--- config.mk ---
export PLATFORM = sky130hd
export DESIGN_NAME = ysyx_210247_cache_axi_bridge
export DESIGN_NICKNAME = d
export VERILOG_FILES = /design/src/rtl/ysyx_210247_cache_axi_bridge.sv
export SDC_FILE = /design/constraint.sdc
export NUM_CORES = 1
export LEC_CHECK = 0
export ABC_AREA = 0
export CORE_AREA = 2 2 210 212
export CTS_BUF_LIST = sky130_fd_sc_hd__clkbuf_4
export DETAILED_ROUTE_END_ITERATION = 8
export DIE_AREA = 0 0 212 214
export SLEW_MARGIN = 20
export SYNTH_ARGS = -nofsm -noshare
export SYNTH_HDL_FRONTEND = slang
export SYNTH_SLANG_ARGS = --single-unit
--- constraint.sdc ---
create_clock -name clk -period 1.6 [get_ports clk]
set_clock_uncertainty 0.15 [all_clocks]
set_input_delay 0.24 -clock clk [delete_from_list [all_inputs] [get_ports clk]]
set_output_delay 0.24 -clock clk [all_outputs]
set_load 0.02 [all_outputs]
--- src/rtl/ysyx_210247_cache_axi_bridge.sv ---
// ysyx_210247_cache_axi_bridge
// Bridges the data cache's single-outstanding 128-bit line request onto a
// 64-bit AXI4 bus. Line fills become 2-beat INCR reads and dirty-line
// writebacks become 2-beat INCR writes. Each request gets one
// mem_resp_valid pulse.
// Optional feature: define YSYX_210247_BRIDGE_ERR_EN to add a sticky bus
// error flag (bus_err) and the line address of the first error (bus_err_addr).
module ysyx_210247_cache_axi_bridge #(
    parameter int         LINE_W = 128,
    parameter int         AXI_DW = 64,
    parameter logic [3:0] AXI_ID = 4'd1
) (
    input  logic              clk,
    input  logic              rst,
    input  logic [31:0]       mem_req_addr,
    input  logic [LINE_W-1:0] mem_req_data,
    input  logic              mem_req_wen,
    input  logic              mem_req_valid,
    output logic              mem_resp_valid,
    output logic [LINE_W-1:0] mem_resp_data,
    output logic              axi_aw_valid,
    input  logic              axi_aw_ready,
    output logic [31:0]       axi_aw_addr,
    output logic [3:0]        axi_aw_id,
    output logic [7:0]        axi_aw_len,
    output logic [2:0]        axi_aw_size,
    output logic [1:0]        axi_aw_burst,
    output logic              axi_w_valid,
    input  logic              axi_w_ready,
    output logic [AXI_DW-1:0] axi_w_data,
    output logic [7:0]        axi_w_strb,
    output logic              axi_w_last,
    input  logic              axi_b_valid,
    output logic              axi_b_ready,
    input  logic [1:0]        axi_b_resp,
    output logic              axi_ar_valid,
    input  logic              axi_ar_ready,
    output logic [31:0]       axi_ar_addr,
    output logic [3:0]        axi_ar_id,
    output logic [7:0]        axi_ar_len,
    output logic [2:0]        axi_ar_size,
    output logic [1:0]        axi_ar_burst,
    input  logic              axi_r_valid,
    output logic              axi_r_ready,
    input  logic [AXI_DW-1:0] axi_r_data,
    input  logic [1:0]        axi_r_resp,
    input  logic              axi_r_last
`ifdef YSYX_210247_BRIDGE_ERR_EN
    ,
    output logic              bus_err,
    output logic [31:0]       bus_err_addr
`endif
);

    typedef enum logic [2:0] {
        S_IDLE, S_AR, S_R, S_AW, S_W, S_B, S_RESP, S_HOLD
    } state_t;

    state_t              state_r;
    logic [31:0]         addr_r;
    logic [LINE_W-1:0]   data_r;
    logic                wen_r;
    logic                beat_r;
    logic                unused_s;

    // Fixed burst shape: two 8-byte beats, incrementing, constant ID.
    assign axi_aw_id    = AXI_ID;
    assign axi_aw_len   = 8'd1;
    assign axi_aw_size  = 3'd3;
    assign axi_aw_burst = 2'b01;
    assign axi_ar_id    = AXI_ID;
    assign axi_ar_len   = 8'd1;
    assign axi_ar_size  = 3'd3;
    assign axi_ar_burst = 2'b01;
    assign axi_w_strb   = 8'hff;
    // Addresses come straight from the frozen line address register.
    assign axi_aw_addr  = addr_r;
    assign axi_ar_addr  = addr_r;

    // rlast is not used (the beat counter terminates the burst); the low
    // address bits are forced to zero; wen only steers the IDLE decision.
    assign unused_s = ^{mem_req_addr[3:0], axi_r_resp, axi_b_resp, axi_r_last, wen_r};

    // Transfer sequencer: all AXI valids/readies and the response pulse are registered here.
    always_ff @(posedge clk) begin
        if (rst) begin
            state_r        <= S_IDLE;
            addr_r         <= 32'd0;
            data_r         <= {LINE_W{1'b0}};
            wen_r          <= 1'b0;
            beat_r         <= 1'b0;
            mem_resp_valid <= 1'b0;
            mem_resp_data  <= {LINE_W{1'b0}};
            axi_aw_valid   <= 1'b0;
            axi_w_valid    <= 1'b0;
            axi_w_data     <= {AXI_DW{1'b0}};
            axi_w_last     <= 1'b0;
            axi_b_ready    <= 1'b0;
            axi_ar_valid   <= 1'b0;
            axi_r_ready    <= 1'b0;
        end else begin
            case (state_r)
                S_IDLE: begin
                    if (mem_req_valid) begin
                        addr_r <= {mem_req_addr[31:4], 4'h0};
                        data_r <= mem_req_data;
                        wen_r  <= mem_req_wen;
                        if (mem_req_wen) begin
                            axi_aw_valid <= 1'b1;
                            state_r      <= S_AW;
                        end else begin
                            axi_ar_valid <= 1'b1;
                            state_r      <= S_AR;
                        end
                    end
                end
                S_AR: begin
                    if (axi_ar_ready) begin
                        axi_ar_valid <= 1'b0;
                        axi_r_ready  <= 1'b1;
                        beat_r       <= 1'b0;
                        state_r      <= S_R;
                    end
                end
                S_R: begin
                    if (axi_r_valid) begin
                        if (!beat_r) begin
                            mem_resp_data[AXI_DW-1:0] <= axi_r_data;
                            beat_r                    <= 1'b1;
                        end else begin
                            mem_resp_data[LINE_W-1:AXI_DW] <= axi_r_data;
                            axi_r_ready                    <= 1'b0;
                            mem_resp_valid                 <= 1'b1;
                            state_r                        <= S_RESP;
                        end
                    end
                end
                S_AW: begin
                    if (axi_aw_ready) begin
                        axi_aw_valid <= 1'b0;
                        axi_w_valid  <= 1'b1;
                        axi_w_data   <= data_r[AXI_DW-1:0];
                        axi_w_last   <= 1'b0;
                        beat_r       <= 1'b0;
                        state_r      <= S_W;
                    end
                end
                S_W: begin
                    if (axi_w_ready) begin
                        if (!beat_r) begin
                            axi_w_data <= data_r[LINE_W-1:AXI_DW];
                            axi_w_last <= 1'b1;
                            beat_r     <= 1'b1;
                        end else begin
                            axi_w_valid <= 1'b0;
                            axi_w_last  <= 1'b0;
                            axi_b_ready <= 1'b1;
                            state_r     <= S_B;
                        end
                    end
                end
                S_B: begin
                    if (axi_b_valid) begin
                        axi_b_ready    <= 1'b0;
                        mem_resp_valid <= 1'b1;
                        state_r        <= S_RESP;
                    end
                end
                S_RESP: begin
                    mem_resp_valid <= 1'b0;
                    state_r        <= S_HOLD;
                end
                S_HOLD: begin
                    // A request left high after its response is not re-issued.
                    if (!mem_req_valid) begin
                        state_r <= S_IDLE;
                    end
                end
                default: begin
                    state_r <= S_IDLE;
                end
            endcase
        end
    end

`ifdef YSYX_210247_BRIDGE_ERR_EN
    // Sticky error flag; the address of the first failing line is kept.
    always_ff @(posedge clk) begin
        if (rst) begin
            bus_err      <= 1'b0;
            bus_err_addr <= 32'd0;
        end else if (!bus_err &&
                     (((state_r == S_R) && axi_r_valid && axi_r_resp[1]) ||
                      ((state_r == S_B) && axi_b_valid && axi_b_resp[1]))) begin
            bus_err      <= 1'b1;
            bus_err_addr <= addr_r;
        end else begin
            bus_err      <= bus_err;
            bus_err_addr <= bus_err_addr;
        end
    end
`endif

endmodule
==> Yosys cells after proc, flatten, opt, wreduce, memory -nomap -nowiden <==
Cells that the tools add are included.
{ "word_totals": {"elab_cells": 98, "output_inout_bits": 305, "in_bits": 238, "ff_bits": 359} }
{ "classes": {"eq_ne": 19, "mux": 43, "n_bitwise": 1, "n_reduce_logical": 21} }
{ "ops": {"columns": ["cell", "n"], "rows": [
  ["64-bit two-way mux", 3],
  ["64-bit case mux with 2 select lines", 1],
  ["4-bit AND reduction", 7],
  ["3-bit two-way mux", 9],
  ["2-bit != test (second input constant)", 12],
  ["3-bit case mux with 8 select lines", 1],
  ["1-bit two-way mux", 20],
  ["3-bit equality test (second input constant)", 4],
  ["1-bit case mux with 2 select lines", 6],
  ["2-bit nonzero test", 5],
  ["3-bit AND reduction", 3],
  ["9-bit AND reduction", 1],
  ["3-bit by 2-bit equality test with 1-bit output (second input constant)", 2],
  ["5-bit AND reduction", 1],
  ["1-bit case mux with 4 select lines", 1],
  ["4-bit nonzero test", 1],
  ["3-bit by 1-bit equality test with 1-bit output (second input constant)", 1],
  ["3-bit zero test", 1],
  ["1-bit case mux with 3 select lines", 1],
  ["3-bit nonzero test", 1],
  ["2-bit two-way mux", 1],
  ["2-bit AND reduction", 1],
  ["1-bit NOT", 1]
]} }

==> Longest topological paths before layout <==
{ "logic_depth": {"ltp_word": 3, "mapped_depth": 7, "ltp_nobuf": 4} }

==> Least setup slack after synthesis <==
Ideal clock, no wire load.
{ "synth_path": {"path_type": "reg2reg", "start": "register state_r[0]", "end": "register addr_r[28] (netlist: axi_ar_addr[28])", "slack_ns": -0.130, "setup_ns": 0.132, "path_buffers": 4, "stages_incl_launch_ff": 8, "arrival_time_ns": 1.448, "required_time_ns": 1.318, "path_cell_list": "dfxtp_1 buf_6 or4b_1 buf_2 buf_6 buf_6 nand2_1 a21oi_1"} }
{ "synth_between": {"elab_chain_cells": 2} }
{ "synth_lines": {"columns": ["element", "line_no", "source"], "rows": [
  ["start: declaration", "59", "state_t state_r;"],
  ["start signal: assignment", "87", "state_r <= S_IDLE;"],
  ["start signal: assignment", "110", "state_r <= S_AW;"],
  ["start signal: assignment", "113", "state_r <= S_AR;"],
  ["3-bit zero test", "102", "case (state_r)"],
  ["2-bit AND reduction (no source line)", null, null],
  ["end signal: assignment", "105", "addr_r <= {mem_req_addr[31:4], 4'h0};"],
  ["end: declaration", "60", "logic [31:0] addr_r;"]
]} }
Every way passes these cells.
A chain may end at the register's enable or synchronous reset.

==> Worst setup path in the final report <==
{ "layout_path": {"start": "register state_r[2]", "end": "register data_r[113]"} }
{ "layout_between": {"elab_chain_cells": 2} }
{ "layout_lines": {"columns": ["element", "line_no", "source"], "rows": [
  ["3-bit zero test", "102", null],
  ["2-bit AND reduction (no source line)", null, null],
  ["end signal: assignment", "89", "data_r <= {LINE_W{1'b0}};"],
  ["end signal: assignment", "106", "data_r <= mem_req_data;"],
  ["end: declaration", "61", "logic [LINE_W-1:0] data_r;"]
]} }
Every way passes these cells.

==> results_dict.tcl <==
set metrics [dict create \
    start_util_pct 32.24 \
    p_leak_nw 10.72 \
    violations "negative setup slack" \
    setup_tns_ns -66.17 \
    synthXorXnorAreaFrac_pct 0 \
    yosys_warnings 0 \
    grt_max_degree 106 \
    first_pass_iters 5 \
    num_io_pins 543 \
    ys_seq_area_share_pct 51.97 \
    required_ns 2.14 \
    vdd_drop_max_mv 0.6822 \
    p_int_mw 19.47 \
    rsz0062_at_grt "true" \
    hold_class "in -> reg" \
    htree_levels 3 \
    sw_frac_of_total_pct 32.97 \
    setup_slack_ns -0.2806 \
    drt-met1-wl_mm 25.23 \
    die_y_um 214 \
    clock.fmax_ghz 0.5317 \
    total_power_mw 29.05 \
    switchingPower_mw 9.575 \
    period_share_pct 117.5 \
    portBuffers 483 \
    cts_made_buffers 100 \
    p_seq_share_pct 36.7 \
    wl_per_cell_um 19.94 \
    holdWs_ns 0.1634 \
    synth_top_family_by_area "simple AND/OR/NAND/NOR gates" \
    grt_pass1_vias 15064 \
    setup_violations 607 \
    syn_area_per_cell_um2 8.266 \
    clk_path_buf_depth 3 \
    path_clk_slew_ns 0.07 \
    met2_length_mm 31.53 \
    grt_pass1_wl_mm 81.64 \
    maxCapViolations 0 \
    top_layer "met5" \
    netlist_instances 1673 \
    power_frac_clock_pct 30.5 \
    ys_types 39 \
    synthAdderAreaFrac_pct 0 \
    layout.nets 2751 \
    final.min_clock_period_ns 1.881 \
    crit_fanout 12 \
    cts_tree "yes" \
    insertion_delay_ns 0.79 \
    areaGrowthSynthToFinish_pct 96.21 \
    synthMuxAreaShare_pct 4.714 \
    core_um2 42890 \
    fin_area_um2 27130 \
    vias_per_cell 4.881 \
    drt_wl_total_mm 63.42 \
    synth_area_um2 13830 \
    synth_seq_cells 359 \
    dieArea_um2 45370 \
    first_iter_violations 1048 \
    slew_viol_final 0 \
    grt_usage_pct 22.86 \
    critPathCaptureType "flop" \
    combPwrFrac_pct 32.8 \
    root_buffer "clkbuf_4" \
    synth_compound_area_share_pct 14.75 \
    synthSimpleGateAreaFrac_pct 19.07 \
    hold_violations 0 \
    die_w_um 212 \
    fin_util_pct 63.27 \
    cts.sinks 359 \
    wl_met3_mm 3.837 \
    r2r_slack_ns -0.28 \
    hpwl_mm 33.47 \
    num_vias 15521 \
    grt_overflow 0 \
    crit_arrival_ns 2.42 \
    ant_nets 0 \
    status "complete, but fails checks" \
    power_density_nw_per_um2 1071 \
    antenna_found_initial 7 \
    gp_congestion 0.8434 \
    place_area_um2 19250 \
    drc 0 \
    rows 76 \
    worst_setup_path_start_kind "flop" \
    crit_type "reg -> reg" \
    drive_above_1_share_pct 45.50 \
]
-- cells in the mapped netlist, drive strengths merged --
cell     instances  area (um^2)
o21ba            1        10.01
nor3             5        30.03
and3b            1        8.760
nand2          575         2158
dfxtp          359         7187
nand2b           3        26.27
clkbuf          59        221.5
o22ai            3        18.77
a31oi            2        12.51
mux2             1        11.26
buf            146         1076
o21ai            4        20.01
o21a             1        7.510
a21oi          291         1456
conb             2        7.510
nand4b           1        8.760
nor4b            1        15.01
nand3            1        5.000
a311oi           1        8.760
nand4            2        12.51
o41ai            1        8.760
a211oi          65        488.0
or4b             1        10.01
nand4bb          1        11.26
nor3b            1        7.510
a2bb2oi          1        8.760
nor2            73        290.3
nand3b           1        7.510
nor2b            2        12.51
mux2i           64        640.6
nor4             2        33.78
inv              2        7.510
-- cell type report --
cell class	instances	area, um^2
Fill cell	3325	15750
Timing Repair Buffer	895	10330
Sequential cell	359	7515
Multi-Input combinational cell	1155	7203
Clock buffer	152	1141
Tap cell	585	732.0
Clock inverter	26	192.7
Antenna cell	6	15.01
Inverter	2	7.507
-- per-stage QoR --
stage	instances	setup WS, ns
floorplan	1721	-0.1259
global route	3180	-0.3351
finish	3180	-0.2806
CTS	3102	-0.2095
detailed placement	2662	-0.5003
global placement	2662	-0.4520
-- sequential cells by signal, indices dropped and copies added, names as in the netlist, 3 cells and up --
signal,flops
data_r,128
mem_resp_data,128
axi_w_data,64
axi_ar_addr,28
state_r,3
-- path summary, 6_finish.rpt --
| check | cells after the start | endpoint | start |
|---|---|---|---|
| hold / removal | 4 | axi_w_valid | axi_aw_ready |
| hold reg to reg | 2 | data_r[31] | data_r[31] |
| setup reg to reg | 8 | data_r[113] | state_r[2] |
| setup / recovery | 8 | data_r[113] | state_r[2] |
-- worst max-delay path: stages (launching register included) --
cell and delay [ns]:
dfxtp_4 0.36, buf_6 0.13, nor4b_4 0.31, buf_4 0.17
buf_12 0.12, buf_12 0.15, buf_12 0.14, nand2_1 0.06
a21oi_1 0.19
-- power by group through the flow --
stage          Combinational (mW)  Sequential [mW]  Clock, mW
2_1_floorplan                2.99             10.9          0
3_3_place_gp                 5.84             10.5          0
3_5_place_dp                 5.90             10.5          0
4_1_cts                      6.99             10.5       9.05
5_1_grt                      9.98             10.7       9.61
6_report                     9.52             10.6       8.87
-- placed cells by master, fill, tap and decap left out, types with 5 or more instances in the layout --
| master | Yosys | routed |
|---|---|---|
| nand2_2 | 0 | 37 |
| buf_8 | 0 | 16 |
| clkdlybuf4s50_1 | 0 | 227 |
| dfxtp_2 | 0 | 214 |
| a211oi_1 | 65 | 34 |
| clkinv_1 | 0 | 16 |
| clkbuf_16 | 0 | 35 |
| nand2_1 | 575 | 456 |
| mux2i_2 | 0 | 17 |
| nand2_4 | 0 | 81 |
| buf_16 | 0 | 13 |
| buf_12 | 0 | 37 |
| a211oi_2 | 0 | 31 |
| mux2i_4 | 0 | 10 |
| dfxtp_1 | 359 | 129 |
| diode_2 | 0 | 6 |
| nor2_2 | 0 | 19 |
| nor2_4 | 0 | 5 |
| conb_1 | 2 | 50 |
| nor2_1 | 72 | 48 |
| buf_4 | 93 | 71 |
| buf_6 | 18 | 273 |
| a21oi_1 | 291 | 162 |
| mux2i_1 | 64 | 37 |
| clkbuf_4 | 0 | 152 |
| dfxtp_4 | 0 | 16 |
| a21oi_2 | 0 | 128 |
| dlygate4sd3_1 | 0 | 223 |
-- cell families after synthesis --
kind of cell / count (synthesis)
AO/OA/AOI/OAI: 370
buffers and inverters: 207
flip-flops: 359
multiplexers: 65
other: 2
AND/OR/NAND/NOR: 670
-- metal layers --
| layer | global-route usage (%) | up-vias |
|---|---|---|
| met5 | 0 | - |
| met4 | 11.69 | 2 |
| met3 | 5.234 | 183 |
| met2 | 39.41 | 655 |
| met1 | 26.31 | 7523 |
| li1 | - | 7158 |
-- timing repair --
action                                  4_1_cts  5_1_grt
setup buffers                                29       31
hold buffers                                223        0
cloned                                       10       46
resized for setup                          1861      464
pin swaps                                    16      196
hold endpoints to repair                    359        0
endpoints found under the setup margin      603      610
Note: power is estimated with default switching activity, not from simulation.
